## src/rtl/fold_incdec_pipe.sv

```systemverilog
// One-stage valid/ready pipeline that folds, increments, decrements or
// saturates a WIDTH-bit word and counts every accepted input word.
module fold_incdec_pipe #(
  parameter int WIDTH = 3,
  parameter int CNT_W = 8
) (
  input  logic             clk,
  input  logic             rst,
  input  logic             in_valid,
  output logic             in_ready,
  input  logic [WIDTH-1:0] in_data,
  input  logic [1:0]       in_mode,
  output logic             out_valid,
  input  logic             out_ready,
  output logic [WIDTH-1:0] out_data,
  output logic             out_flag,
  output logic [CNT_W-1:0] count
);

  localparam logic [1:0] MODE_FOLD = 2'b00;
  localparam logic [1:0] MODE_INC  = 2'b01;
  localparam logic [1:0] MODE_DEC  = 2'b10;
  localparam logic [1:0] MODE_SAT  = 2'b11;

  localparam logic [WIDTH-1:0] ZERO_W     = {WIDTH{1'b0}};
  localparam logic [WIDTH-1:0] ONE_W      = WIDTH'(1'b1);
  localparam logic [WIDTH-1:0] ALL_ONES_W = {WIDTH{1'b1}};
  localparam logic [CNT_W-1:0] CNT_ZERO   = {CNT_W{1'b0}};
  localparam logic [CNT_W-1:0] CNT_ONE    = CNT_W'(1'b1);

  // Packs {flag, result} for one operand/mode pair.
  function automatic logic [WIDTH:0] compute_result(input logic [WIDTH-1:0] d,
                                                    input logic [1:0]       m);
    logic [WIDTH-1:0] r;
    logic             f;
    r = ZERO_W;
    f = 1'b0;
    case (m)
      MODE_FOLD: begin
        // Moves the word toward the midpoint, so it can never wrap.
        if (d[WIDTH-1]) begin
          r = d - ONE_W;
        end else begin
          r = d + ONE_W;
        end
        f = 1'b0;
      end
      MODE_INC: begin
        r = d + ONE_W;
        f = (d == ALL_ONES_W);
      end
      MODE_DEC: begin
        r = d - ONE_W;
        f = (d == ZERO_W);
      end
      MODE_SAT: begin
        if (d == ALL_ONES_W) begin
          r = ALL_ONES_W;
          f = 1'b1;
        end else begin
          r = d + ONE_W;
          f = 1'b0;
        end
      end
      default: begin
        r = ZERO_W;
        f = 1'b0;
      end
    endcase
    return {f, r};
  endfunction

  logic             out_valid_r;
  logic [WIDTH-1:0] out_data_r;
  logic             out_flag_r;
  logic [CNT_W-1:0] count_r;

  logic             in_ready_s;
  logic             in_fire_s;
  logic             out_fire_s;
  logic [WIDTH:0]   result_s;

  // Handshake decode and next-result computation.
  always_comb begin
    in_ready_s = ~out_valid_r | out_ready;
    in_fire_s  = in_valid & in_ready_s;
    out_fire_s = out_valid_r & out_ready;
    result_s   = compute_result(in_data, in_mode);
  end

  // Output register: load on input transfer, drain on output-only transfer.
  always_ff @(posedge clk or posedge rst) begin
    if (rst) begin
      out_valid_r <= 1'b0;
      out_data_r  <= ZERO_W;
      out_flag_r  <= 1'b0;
    end else if (in_fire_s) begin
      out_valid_r <= 1'b1;
      out_data_r  <= result_s[WIDTH-1:0];
      out_flag_r  <= result_s[WIDTH];
    end else if (out_fire_s) begin
      out_valid_r <= 1'b0;
      out_data_r  <= out_data_r;
      out_flag_r  <= out_flag_r;
    end else begin
      out_valid_r <= out_valid_r;
      out_data_r  <= out_data_r;
      out_flag_r  <= out_flag_r;
    end
  end

  // Accepted-word counter, wraps naturally at 2^CNT_W.
  always_ff @(posedge clk or posedge rst) begin
    if (rst) begin
      count_r <= CNT_ZERO;
    end else if (in_fire_s) begin
      count_r <= count_r + CNT_ONE;
    end else begin
      count_r <= count_r;
    end
  end

  assign in_ready  = in_ready_s;
  assign out_valid = out_valid_r;
  assign out_data  = out_data_r;
  assign out_flag  = out_flag_r;
  assign count     = count_r;

endmodule

```

## config.mk

```make
export PLATFORM = sky130hd
export DESIGN_NAME = fold_incdec_pipe
export DESIGN_NICKNAME = d
export VERILOG_FILES = /design/src/rtl/fold_incdec_pipe.sv
export SDC_FILE = /design/constraint.sdc
export NUM_CORES = 1
export LEC_CHECK = 0
export ABC_AREA = 1
export ABC_CLOCK_PERIOD_IN_PS = 1000
export CORE_AREA = 2 2 48 50
export CTS_CLUSTER_DIAMETER = 80
export CTS_CLUSTER_SIZE = 30
export DETAILED_ROUTE_END_ITERATION = 10
export DIE_AREA = 0 0 50 52
export GPL_ROUTABILITY_DRIVEN = 0
export PLACE_DENSITY = 0.7
export SYNTH_ARGS = -nofsm -noshare
export SYNTH_HDL_FRONTEND = slang
export SYNTH_SLANG_ARGS = --single-unit
export TNS_END_PERCENT = 5
```

## constraint.sdc

```tcl
create_clock -name clk -period 1 [get_ports clk]
set_input_delay 0.25 -clock clk [delete_from_list [all_inputs] [get_ports clk]]
set_output_delay 0.25 -clock clk [all_outputs]
set_load 0.02 [all_outputs]
```

Word-level counts from Yosys, hierarchy flattened. Index checks and enable logic that the tools add are counted.

Register bits after elaboration: 13. Input port bits: 9. Output and inout port bits: 14.

$add $sub $neg: 3. Equal/unequal tests: 4. Muxes and demuxes: 7. Bitwise gates (word level): 4. Reductions and logical operators: 3.

Operators with widths (number): $pmux W3 S4 (1); $add A8 B1 Y8 const B (1); $mux W3 (2); $eq A2 B2 Y1 const B (2); $pmux W1 S4 (1); $add A3 B1 Y3 const B (1); $eq A3 B3 Y1 const B (1); $logic_not A3 Y1 (1); $mux W1 (3); $sub A3 B1 Y3 const B (1); $and A1 B1 Y1 (2); $eq A2 B1 Y1 const B (1); $logic_not A2 Y1 (1); $reduce_bool A2 Y1 (1); $not A1 Y1 (1); $or A1 B1 Y1 (1).

Longest topological paths before layout.
Depth after elaboration: 4. Mapped depth: 8. Mapped depth without buffers: 8.

Least setup slack after synthesis. Ideal clock, no wire load.

Kind: flip-flop to flip-flop. From: reg count_r[0], in the netlist count[0]. To: reg count_r[4], in the netlist count[4]. Arrival time: 1085 ps. Setup slack: -201 ps. Stages on the path, launching flop included: 6. Buffers on the path: 0. Period minus slack after synthesis: 1201 ps. Cells stage by stage: dfrtp_1 ha_1 nand3_1 xnor2_1 nand2_1 nand2_1.

Cells in the longest elaborated chain, start to end: 1.

Ends and longest elaborated chain: start, declared (RTL line 76) `logic [CNT_W-1:0] count_r;`; start signal, assigned (RTL line 117) `count_r <= count_r + CNT_ONE;`; start signal, assigned (RTL line 119) `count_r <= count_r;`; $add A8 B1 Y8 (RTL line 117).

No other way between the ends. A chain may end at the register's enable or synchronous reset.

Worst setup path in the final report.
From: reg out_valid_r, in the netlist out_valid. To: reg out_data_r[2], in the netlist out_data[2].

Cells in the longest elaborated chain, start to end: 3.

Ends and longest elaborated chain: start, declared (RTL line 73) `logic out_valid_r;`; start signal, assigned (RTL line 106) `out_valid_r <= out_valid_r;`; $not A1 Y1 (RTL line 85) `in_ready_s = ~out_valid_r | out_ready;`; $or A1 B1 Y1 (RTL line 85); $and A1 B1 Y1 (RTL line 86) `in_fire_s = in_valid & in_ready_s;`; end signal, assigned (RTL line 99) `out_data_r <= result_s[WIDTH-1:0];`; end signal, assigned (RTL line 103) `out_data_r <= out_data_r;`; end signal, assigned (RTL line 107) `out_data_r <= out_data_r;`; end, declared (RTL line 74) `logic [WIDTH-1:0] out_data_r;`.

No other way between the ends.

==> flow_summary.ini <==
[yosys]
postSynthAreaPerCell_um2 = 7.32
ys_seq_area_share_pct = 40.8
syn_area_um2 = 798
syn_inst = 109
syn-num-nets = 124
netlist.area_leader.share_pct = 40.8
synth_area_leaders = dfrtp_1, nand2_1, ha_1, inv_1, nor2_1
yosys_warnings = 0
ys_types = 16
synth_largest_area_cell = dfrtp_1
ys_ff_latch = 13

[setup_path]
r2r_start = out_valid
arrival_ns = 1.32
crit_type = reg2reg
max_stage_delay_ns = 0.44
r2r_cells = 5
path_cells = buf_6, a21oi_4, nand2_1, nor2_1, nor2_1
cp_common_cell = nor2_1
slowest_stage = dfrtp_2
crit_path_max_fanout = 7
worstPathRequired_ns = 1.17
end_kind = flop
reg2reg_to = out_data[2]
start_kind = flop
crit_end = out_data[2]
crit_start = out_valid
regToRegSetupSlack_ns = -0.16

[drt]
drc = 0
drtIter0Drc = 13
firstDrtPassIters = 4
routed_wl_um = 1900
vias_per_cell = 4.61
vias = 830
wl_per_cell_um = 10.5
ant_nets = 0

[pwr]
leakage_nw = 0.637
power.share.clock_pct = 13.5
p_seq_share_pct = 32.6
switchingPower_mw = 0.951
internal_power_mw = 1.40
ir_drop_v = 0.000832
combinationalPowerShare_pct = 53.9
swShare_pct = 40.4
power.density_nw_per_um2 = 1880

[sta]
fmax_mhz = 866
fin_crit_sh_pct = 116
finalMaxSlewViolations = 0
slew_headroom_pct = 81.9
setup_viol = 25
finClkSkew_ns = 0.00398
rsz0062_at_grt = true
post-route-min-period_ns = 1.16
worstMarginPinSlew_ns = 0.271
hold_viol_final = 0
fin_ws_ns = -0.155

[clock_tree]
hold_buffers = 0
cts-buffers-inserted = 3
clk_latency_ns = 0.27
clock-sinks = 13
root_buffer = clkbuf_4
cts_setup_buffers = 0
tritoncts = yes
cts_buffer_depth = 2
cts_max_level = 1
clkTransAtPathRegs_ns = 0.08

[place]
pre_cts_slack_ns = -0.704
io_buffers = 22
hpwlAfterDp_um = 1470

[grt]
overflow = 0
grt_max_degree = 14
antenna_found_initial = 0
track_usage_pct = 16.8
grt_pass1_wl_um = 3280
first_global_vias = 787

[floorplanning]
die_y_um = 52
ios = 23
fp.dieArea_um2 = 2600
die_x_um = 50
fp-row-count = 17
start_util_pct = 37.9
core_area_um2 = 2110

[status]
status = complete, but fails checks
violations = setup timing

[layout]
layout.nets = 168
fin_util_pct = 59.5
diodes = 0
area_growth_pct = 57.1
layout-drive-gt1-share_pct = 40.1

[flow_run]
max-cap-violations = 0

[min_path]
hold_class = in2async
[synthesized netlist by cell type, drive strengths merged]
| cell | n |
|---|---|
| nand2 | 39 |
| inv | 16 |
| nor2 | 15 |
| dfrtp | 13 |
| nand3 | 11 |
| ha | 6 |
| xnor2 | 3 |
| a21oi | 2 |
| a31oi | 1 |
| nand4 | 1 |
| nor3 | 1 |
| o21ai | 1 |
[worst min path at each step]
stage | end | cells past startpoint | start
6_report | out_data[0] | 3 | rst
5_1_grt | count[5] | 3 | rst
4_1_cts | out_data[0] | 3 | rst
3_5_place_dp | out_flag | 2 | out_flag
3_3_place_gp | out_data[1] | 2 | out_data[1]
2_1_floorplan | count[3] | 1 | rst
[what timing repair did]
action                                  in CTS  in global routing
endpoints found under the setup margin      26                 25
pin swaps                                    8                  3
resized for setup                           78                  7
endpoints found under the hold margin        0                  0
[worst max-delay path: cells and delay by family (launching register included)]
kind,cells,cell delay (ns)
buffers and inverters,1,0.13
DFF,1,0.44
and+or+nand+nor,3,0.23
AOI/OAI and AO/OA,1,0.26
[placed cells by master, fill, tap and decap left out, types with 2 or more instances in the layout]
cell             instances
dlygate4sd2_1            4
xnor2_1                  3
nor2_1                  12
buf_6                    6
buf_2                   14
ha_1                     2
ha_4                     4
buf_4                   11
nand2_2                  2
clkdlybuf4s50_1          2
nor2_2                   2
clkbuf_4                 3
nand2_4                  2
nand3_1                 10
dfrtp_1                  9
inv_1                    9
dfrtp_2                  4
inv_2                    7
nand2_1                 35
[cell type report]
cell class                      instances  area [um2]
Fill cell                             189         852
Multi-Input combinational cell         80         502
Inverter                               16        60.1
Clock buffer                            4        26.3
Tap cell                               28        35.0
Sequential cell                        13         330
Timing Repair Buffer                   39         300
[layer usage]
layer | vias up | track usage, % | part of all wire, %
li1 | 423 | - | -
met1 | 385 | 17.6 | 40
met2 | 20 | 32.0 | 54
met3 | 2 | 2.59 | 4.3
met4 | 0 | 8.80 | 0.69
met5 | - | 0 | 0
[kinds of logic (layout without fill, tap and decap cells)]
kind of cell	Yosys count	in the layout	synth area share [%]
AO/OA/AOI/OAI	4	4	4.08
AND/OR/NAND/NOR	67	67	35.0
buffers and inverters	16	59	7.52
flip-flops	13	13	40.8
XOR/XNOR	3	3	3.29
adder cells (fa/ha/maj)	6	6	9.40
[sequential cells by signal (all words and copies together) (netlist names)]
signal     cells
count          8
out_data       3
out_flag       1
out_valid      1
[stage by stage]
step	cell area (um2)	power, mW	std cells	setup TNS (ns)	hold slack, ns
finish	1250	2.35	180	-2.08	0.281
global route	1250	2.52	180	-3.06	0.288
CTS	1250	2.34	180	-2.13	0.282
detailed placement	1260	2.10	176	-9.23	0.469
global placement	1260	2.08	176	-8.81	0.471
floorplan	861	1.43	109	-0.425	0.127
[power by group through the flow]
stage	clock [mW]	combinational [mW]	sequential [mW]
2_1_floorplan	0	0.379	1.05
3_3_place_gp	0	1.31	0.769
3_5_place_dp	0	1.33	0.776
4_1_cts	0.330	1.25	0.765
5_1_grt	0.355	1.38	0.787
6_report	0.317	1.27	0.767
Note: power is estimated with default switching activity, not from simulation.
